<file path="config.mk">
export PLATFORM = sky130hd
export DESIGN_NAME = cam_scan_ctrl
export DESIGN_NICKNAME = d
export VERILOG_FILES = /design/src/rtl/cam_pkg.sv /design/src/rtl/cam_masked_cmp.sv /design/src/rtl/cam_scan_ctrl.sv
export SDC_FILE = /design/constraint.sdc
export NUM_CORES = 1
export LEC_CHECK = 0
export BUFFER_PORTS_ARGS = -buffer_cell sky130_fd_sc_hd__buf_2
export CAP_MARGIN = 20
export CORE_AREA = 2 2 135 137
export DETAILED_ROUTE_END_ITERATION = 8
export DIE_AREA = 0 0 137 139
export PLACE_DENSITY = 0.71
export SLEW_MARGIN = 30
export SYNTH_ARGS = -nofsm -noshare
export SYNTH_HDL_FRONTEND = slang
export SYNTH_HIERARCHICAL = 1
export SYNTH_SLANG_ARGS = --single-unit
</file>
<file path="constraint.sdc">
create_clock -name clk -period 8.7 [get_ports clk]
set_input_delay 1.74 -clock clk [delete_from_list [all_inputs] [get_ports clk]]
set_output_delay 1.74 -clock clk [all_outputs]
set_load 0.03 [all_outputs]
</file>
<file path="src/rtl/cam_pkg.sv">
// Shared definitions for the CAM search engine: default widths, state encoding and
// the depth-clamp helper.
package cam_pkg;

    localparam int unsigned CAM_DPW       = 10;
    localparam int unsigned CAM_DW        = 32;
    localparam int unsigned CAM_DEPTH_MAX = 32'd1 << CAM_DPW;

    typedef enum logic [1:0] {
        StIdle,
        StScan,
        StResp
    } cam_state_e;

    // Largest populated-entry count a table of 2**dpw entries can hold.
    function automatic int unsigned cam_depth_max(input int unsigned dpw);
        return 32'd1 << dpw;
    endfunction

endpackage

</file>
<file path="src/rtl/cam_masked_cmp.sv">
// Combinational masked equality: match when every mask-selected bit of word equals key.
module cam_masked_cmp #(
    parameter int unsigned DW = 32
) (
    input  logic [DW-1:0] key,
    input  logic [DW-1:0] mask,
    input  logic [DW-1:0] word,
    output logic          match
);

    assign match = ((word ^ key) & mask) == '0;

endmodule

</file>
<file path="src/rtl/cam_scan_ctrl.sv">
// Sequential CAM search: streams addresses into a 1-cycle-latency RAM read port and
// reports the first entry whose masked contents equal the masked key.
module cam_scan_ctrl
    import cam_pkg::*;
#(
    parameter int unsigned DPW = CAM_DPW,
    parameter int unsigned DW  = CAM_DW
) (
    input  logic           clk,
    input  logic           rst_n,
    input  logic           req_valid,
    output logic           req_ready,
    input  logic [DW-1:0]  req_key,
    input  logic [DW-1:0]  req_mask,
    input  logic [DPW-1:0] req_start,
    input  logic [DPW:0]   cfg_depth,
    output logic [DPW-1:0] ram_addr,
    input  logic [DW-1:0]  ram_rdata,
    output logic           rsp_valid,
    input  logic           rsp_ready,
    output logic           rsp_hit,
    output logic [DPW-1:0] rsp_index,
    output logic [DW-1:0]  rsp_data
);

    localparam logic [DPW:0] DepthMax = (DPW+1)'(cam_depth_max(DPW));

    cam_state_e     state_q, state_d;
    logic [DW-1:0]  key_q, key_d;
    logic [DW-1:0]  mask_q, mask_d;
    logic [DPW:0]   depth_q, depth_d;
    logic [DPW-1:0] addr_q, addr_d;
    logic           issue_valid_q, issue_valid_d;
    logic           pend_valid_q, pend_valid_d;
    logic [DPW-1:0] pend_addr_q, pend_addr_d;
    logic           rsp_hit_q, rsp_hit_d;
    logic [DPW-1:0] rsp_index_q, rsp_index_d;
    logic [DW-1:0]  rsp_data_q, rsp_data_d;

    logic [DPW:0]   req_depth;
    logic [DPW:0]   depth_last;
    logic           last_issue;
    logic           last_pend;
    logic           cmp_match;
    logic           match;

    assign req_depth  = (cfg_depth > DepthMax) ? DepthMax : cfg_depth;
    assign depth_last = depth_q - (DPW+1)'(1);
    assign last_issue = {1'b0, addr_q} == depth_last;
    assign last_pend  = {1'b0, pend_addr_q} == depth_last;

    cam_masked_cmp #(
        .DW (DW)
    ) u_cmp (
        .key   (key_q),
        .mask  (mask_q),
        .word  (ram_rdata),
        .match (cmp_match)
    );

    assign match = pend_valid_q && cmp_match;

    always_comb begin
        state_d       = state_q;
        key_d         = key_q;
        mask_d        = mask_q;
        depth_d       = depth_q;
        addr_d        = addr_q;
        issue_valid_d = issue_valid_q;
        pend_valid_d  = issue_valid_q;
        pend_addr_d   = addr_q;
        rsp_hit_d     = rsp_hit_q;
        rsp_index_d   = rsp_index_q;
        rsp_data_d    = rsp_data_q;

        unique case (state_q)
            StIdle: begin
                if (req_valid) begin
                    key_d         = req_key & req_mask;
                    mask_d        = req_mask;
                    depth_d       = req_depth;
                    addr_d        = req_start;
                    rsp_hit_d     = 1'b0;
                    rsp_index_d   = '0;
                    rsp_data_d    = '0;
                    // An empty scan range still passes through SCAN for one cycle.
                    issue_valid_d = {1'b0, req_start} < req_depth;
                    state_d       = StScan;
                end
            end
            StScan: begin
                if (issue_valid_q) begin
                    if (last_issue) begin
                        issue_valid_d = 1'b0;
                    end else begin
                        addr_d = addr_q + 1'b1;
                    end
                end
                if (match) begin
                    state_d       = StResp;
                    rsp_hit_d     = 1'b1;
                    rsp_index_d   = pend_addr_q;
                    rsp_data_d    = ram_rdata;
                    issue_valid_d = 1'b0;
                    pend_valid_d  = 1'b0;
                end else if ((pend_valid_q && last_pend) || (!pend_valid_q && !issue_valid_q)) begin
                    state_d       = StResp;
                    issue_valid_d = 1'b0;
                    pend_valid_d  = 1'b0;
                end
            end
            StResp: begin
                pend_valid_d = 1'b0;
                if (rsp_ready) begin
                    state_d = StIdle;
                end
            end
            default: begin
                state_d = StIdle;
            end
        endcase
    end

    always_ff @(posedge clk or negedge rst_n) begin
        if (!rst_n) begin
            state_q       <= StIdle;
            key_q         <= '0;
            mask_q        <= '0;
            depth_q       <= '0;
            addr_q        <= '0;
            issue_valid_q <= 1'b0;
            pend_valid_q  <= 1'b0;
            pend_addr_q   <= '0;
            rsp_hit_q     <= 1'b0;
            rsp_index_q   <= '0;
            rsp_data_q    <= '0;
        end else begin
            state_q       <= state_d;
            key_q         <= key_d;
            mask_q        <= mask_d;
            depth_q       <= depth_d;
            addr_q        <= addr_d;
            issue_valid_q <= issue_valid_d;
            pend_valid_q  <= pend_valid_d;
            pend_addr_q   <= pend_addr_d;
            rsp_hit_q     <= rsp_hit_d;
            rsp_index_q   <= rsp_index_d;
            rsp_data_q    <= rsp_data_d;
        end
    end

    assign req_ready = state_q == StIdle;
    assign rsp_valid = state_q == StResp;
    assign ram_addr  = addr_q;
    assign rsp_hit   = rsp_hit_q;
    assign rsp_index = rsp_index_q;
    assign rsp_data  = rsp_data_q;

endmodule

</file>
---- After elaboration in Yosys (flattened, before gate mapping) ----
Index checks and enable logic that the tools add are counted.
cells by class
  reductions and logical operators ........ 14
  equality and inequality tests ........... 10
  muxes and demuxes ....................... 28
  bitwise logic cells ..................... 3
  add/subtract/negate cells ............... 2
  order comparisons ....................... 2
operator list
  operator                 count
  $and A32 B32 Y32         2
  $mux W32                 2
  $pmux W32 S2             1
  $mux W10                 5
  $pmux W10 S2             2
  $logic_not A32 Y1        1
  $xor A32 B32 Y32         1
  $eq A10 B11 Y1           2
  $gt A11 B11 Y1 const B   1
  $lt A10 B11 Y1           1
  $mux W11                 1
  $sub A11 B1 Y11 const B  1
  $add A10 B1 Y10 const B  1
  $mux W1                  9
  $mux W2                  4
  $ne A2 B2 Y1 const B     4
  $pmux W1 S2              3
  $pmux W2 S3              1
  $reduce_and A3 Y1        2
  $reduce_and A2 Y1        2
  $reduce_and A4 Y1        1
  $logic_and A1 B1 Y1      3
  $ne A3 B3 Y1 const B     1
  $eq A2 B1 Y1 const B     1
  6 further kinds          7
word-level totals
  bits in registers ....................... 142
  bits of input ports ..................... 121

---- Logic depth before layout (Yosys ltp) ----
  depth after elaboration ................. 7
  depth in mapped cells ................... 12
  mapped depth without buffers ............ 10

---- Hierarchy ----
Netlist, hierarchy kept.
modules (own cells, without submodules)
  module          times used  cells each  area an instance (sq um)
  cam_scan_ctrl   1           661         6507.5
  cam_masked_cmp  1           53          437.9

---- Worst setup path after synthesis ----
No wires, ideal clock.
  path kind ............................... input to register
  start ................................... in cfg_depth[10]
  end ..................................... reg issue_valid_q
  arrival ................................. 3.316 ns
  path buffers ............................ 1
  data required time ...................... 8.633 ns
  path slack .............................. 5.317 ns
  stages .................................. 11
  path through ............................ buf_1 > nand2b_1 > ha_1 > a21o_1 > a21o_1 > a21oi_1 > nor2b_1 > o21ai_0 > a211oi_1 > nor3_1 > a221o_1
between the ends
  cells in the longest elaborated chain, start to end .. 5
RTL lines
  item                    line                  source
  start: declaration      cam_scan_ctrl.sv:16   input logic [DPW:0] cfg_depth,
  $gt A11 B11 Y1          cam_scan_ctrl.sv:47   assign req_depth = (cfg_depth > DepthMax) ? DepthMax : cfg_depth;
  $mux W11 (*)            cam_scan_ctrl.sv:47
  $lt A10 B11 Y1 (*)      cam_scan_ctrl.sv:87   issue_valid_d = {1'b0, req_start} < req_depth;
  $mux W1 (*)             cam_scan_ctrl.sv:78   if (req_valid) begin
  $pmux W1 S2 (*)         cam_scan_ctrl.sv:76   unique case (state_q)
  end signal: assignment  cam_scan_ctrl.sv:143  issue_valid_q <= issue_valid_d;
  end: declaration        cam_scan_ctrl.sv:33   logic issue_valid_q, issue_valid_d;
Mark *: on every way between the ends. The rest lies on a longest branch, timed or not. The select of a mux whose other input is x is not followed.
A chain may end at the register's enable or synchronous reset.

---- Worst setup path in the final report ----
  start ................................... in ram_rdata[8]
  end ..................................... reg rsp_hit_q (netlist: rsp_hit)
between the ends
  cells in the longest elaborated chain, start to end .. 6
RTL lines
  item                                line                  source
  start: declaration                  cam_scan_ctrl.sv:18   input logic [DW-1:0] ram_rdata,
  $xor A32 B32 Y32                    cam_masked_cmp.sv:11  assign match = ((word ^ key) & mask) == '0;
  $and A32 B32 Y32                    cam_masked_cmp.sv:11
  $logic_not A32 Y1                   cam_masked_cmp.sv:11
  net cmp_match                       cam_scan_ctrl.sv:44   logic cmp_match;
  $logic_and A1 B1 Y1                 cam_scan_ctrl.sv:61   assign match = pend_valid_q && cmp_match;
  $ne A2 B2 Y1 (no source line)       -
  $reduce_and A3 Y1 (no source line)  -
  end signal: assignment              cam_scan_ctrl.sv:146  rsp_hit_q <= rsp_hit_d;
  end: declaration                    cam_scan_ctrl.sv:36   logic rsp_hit_q, rsp_hit_d;
The timed path passes the listed nets, and every way through them passes these cells.

==> impl_metrics.tcl <==
set metrics [dict create \
    maxCapViolCount 0 \
    dr.pass1.iters 5 \
    finalCoreUtilization 0.491 \
    cts_buffers 17 \
    whs_path_depth 2 \
    cp.required_ns 9.01 \
    rsz0062_at_grt "no" \
    gp_congestion 0.908 \
    drive_gt1_frac 0.287 \
    wire_per_inst_um 16.2 \
    synth-edff-count 0 \
    final_common_cell "buf_2" \
    synth.avg_cell_area_sq_um 9.73 \
    synth_ff_type "dfrtp_1" \
    skew_ns 0.00738 \
    grt_pass1_vias 5554 \
    syn_area_sq_um 6950 \
    setup_violations 0 \
    cp.arrival_ns 4.08 \
    nets 1008 \
    path_clk_slew_ns 0.06 \
    ant_nets 0 \
    hp-start "rsp_data[17]$_DFFE_PN0P_" \
    r2r_cells 10 \
    yosys_warnings 6 \
    clkSinkCount 142 \
    cts_hold_buf 0 \
    grt_antenna_before_repair 1 \
    viasPerCell 5.12 \
    die_h_um 139 \
    power_leakage_nw 4.33 \
    synthCells 714 \
    rr_endpoint "ram_addr[7]$_DFFE_PN0P_" \
    core_area_sq_um 17700 \
    ys_seq_area_frac 0.512 \
    final_cell_mix "buf_2 (174), nand2_1 (172), dfrtp_1 (142)" \
    floorplan.initialDensity 0.393 \
    cp-start-kind "input pin" \
    clock_latency_ns 0.42 \
    synthesis.nets 849 \
    ir_drop_uv 150 \
    hold_ws_ns 0.459 \
    holdCritPathClass "reg -> reg" \
    grt_pass1_wl_um 29100 \
    critPathMaxFanout 44 \
    finalCritPeriodShare 0.433 \
    endpoint_kind "flop" \
    area_delta_synth_final_pct 24.7 \
    ios 176 \
    postRouteWirelength_um 18100 \
    drc 0 \
    clockRootBuffer "clkbuf_16" \
    whs_endpoint "rsp_data[17]$_DFFE_PN0P_" \
    ys_ff_latch 142 \
    worstMarginPinSlew_ns 0.920 \
    max-slew-margin-rel 0.387 \
    async_flop_share 1.00 \
    drt_iter0_markers 438 \
    status "finished, final reports clean" \
    setup_tns_ns 0 \
    grt_max_degree 98 \
    track_usage 0.197 \
    cts_buffer_depth 2 \
    dp_hpwl_um 13200 \
    crit_type "in -> reg" \
    io_buffers 175 \
    fill_cells 1691 \
    post_cts_buffers 0 \
    max_freq_mhz 266 \
    r2r-start "depth_q[0]$_DFFE_PN0P_" \
    slew_viol_final 0 \
    cts_tree "built" \
    htree_num_levels 4 \
    synth_cell_types 52 \
    rows 49 \
    grt.overflow.total 0 \
    die_area_sq_um 19000 \
    die_w_um 137 \
    route.vias.total 5717 \
    critPathLaunch "ram_rdata[8]" \
    rrSetupSlack_ns 5.50 \
    hold_viol_final 0 \
    cts_resized 0 \
    fin_crit_ns 3.76 \
    powerDensity_nw_per_um2 398 \
]
[synth_stat cells, drive strengths merged (2+ instances only)]
cell	instances	share of area
a21boi	3	0.0032
o22ai	4	0.0036
buf	6	0.0043
o21ai	53	0.038
o211ai	2	0.0022
inv	9	0.0049
nand2b	17	0.015
a211oi	6	0.0065
nor2	17	0.0095
ha	14	0.025
nor3	7	0.0050
or3	4	0.0036
a311oi	5	0.0063
a21o	2	0.0022
dfrtp	142	0.51
a31oi	6	0.0054
a22oi	17	0.018
mux2	34	0.055
xor2	42	0.053
nor4	5	0.0076
and2	3	0.0031
clkbuf	33	0.018
mux2i	4	0.0058
nor3b	3	0.0032
nand2	173	0.093
nand4	10	0.0090
and3	3	0.0027
a211o	2	0.0025
nand3	48	0.035
a21oi	9	0.0065
xnor2	15	0.019
nor2b	2	0.0018
[layer usage]
layer	vias to the layer above	GRT usage	routed length, um
li1	2786	-	-
met1	2689	0.270	8040
met2	199	0.304	8610
met3	43	0.0446	979
met4	0	0.0776	486
met5	-	0	0
[worst max path at each step]
| stage | endpoint | depth (start not counted) | slack [ns] |
|---|---|---|---|
| 2_1_floorplan | issue_valid_q$_DFFE_PN0P_ | 11 | 5.32 |
| 3_3_place_gp | rsp_data[10]$_DFFE_PN0P_ | 9 | 4.49 |
| 4_1_cts | rsp_hit$_DFFE_PN0P_ | 8 | 4.88 |
| 3_5_place_dp | rsp_hit$_DFFE_PN0P_ | 8 | 4.46 |
| 6_report | rsp_hit$_DFFE_PN0P_ | 8 | 4.94 |
| 5_1_grt | rsp_hit$_DFFE_PN0P_ | 8 | 4.76 |
[sequential cells by signal (all words and copies together) (netlist names)]
name / count
ram_addr: 10
key_q: 32
pend_addr_q: 10
state_q: 2
rsp_hit: 1
issue_valid_q: 1
depth_q: 11
rsp_index: 10
pend_valid_q: 1
mask_q: 32
rsp_data: 32
[final cells by class]
class                           count  area [sq um]  area share
Timing Repair Buffer              179           948       0.109
Multi-Input combinational cell    524          3230       0.373
Clock inverter                     12           159      0.0183
Tap cell                          229           287      0.0331
Clock buffer                       20           447      0.0516
Sequential cell                   142          3550       0.410
Inverter                            9          33.8     0.00390
Antenna cell                        1          2.50    0.000289
[worst max-delay path, cell delays in order]
cell	delay, ns
buf_2	0.11
xor2_1	0.13
a22oi_1	0.26
nand4_1	0.24
nor4_2	0.32
a21oi_1	0.19
nand2b_2	0.66
o21ai_0	0.41
[report_power, final]
group | total [mW] | switching (mW) | internal (mW)
combinational | 1.48 | 0.898 | 0.578
clock | 0.743 | 0.283 | 0.460
sequential | 1.23 | 0.267 | 0.962
[through the flow]
| stage | std cells | cell area [sq um] | power (mW) | worst slack (ns) |
|---|---|---|---|---|
| after floorplan | 714 | 6950 | 2.27 | 5.32 |
| after global placement | 1081 | 7990 | 2.65 | 4.49 |
| after detailed placement | 1082 | 8040 | 2.71 | 4.46 |
| after CTS | 1114 | 8640 | 3.47 | 4.88 |
| after global routing | 1116 | 8660 | 3.70 | 4.76 |
| final | 1116 | 8660 | 3.45 | 4.94 |
[logic make-up (layout without fill, tap and decap cells)]
| logic type | count (synthesis) | after routing | share of synthesized area |
|---|---|---|---|
| buf+inv | 48 | 220 | 0.0272 |
| other cells | 0 | 1 | 0 |
| compound gates | 118 | 118 | 0.106 |
| xor+xnor | 58 | 58 | 0.0751 |
| simple gates | 296 | 296 | 0.193 |
| flops | 142 | 142 | 0.512 |
| mux | 38 | 38 | 0.0609 |
| fa+ha+maj | 14 | 14 | 0.0252 |
Note: power is estimated with default switching activity, not from simulation.
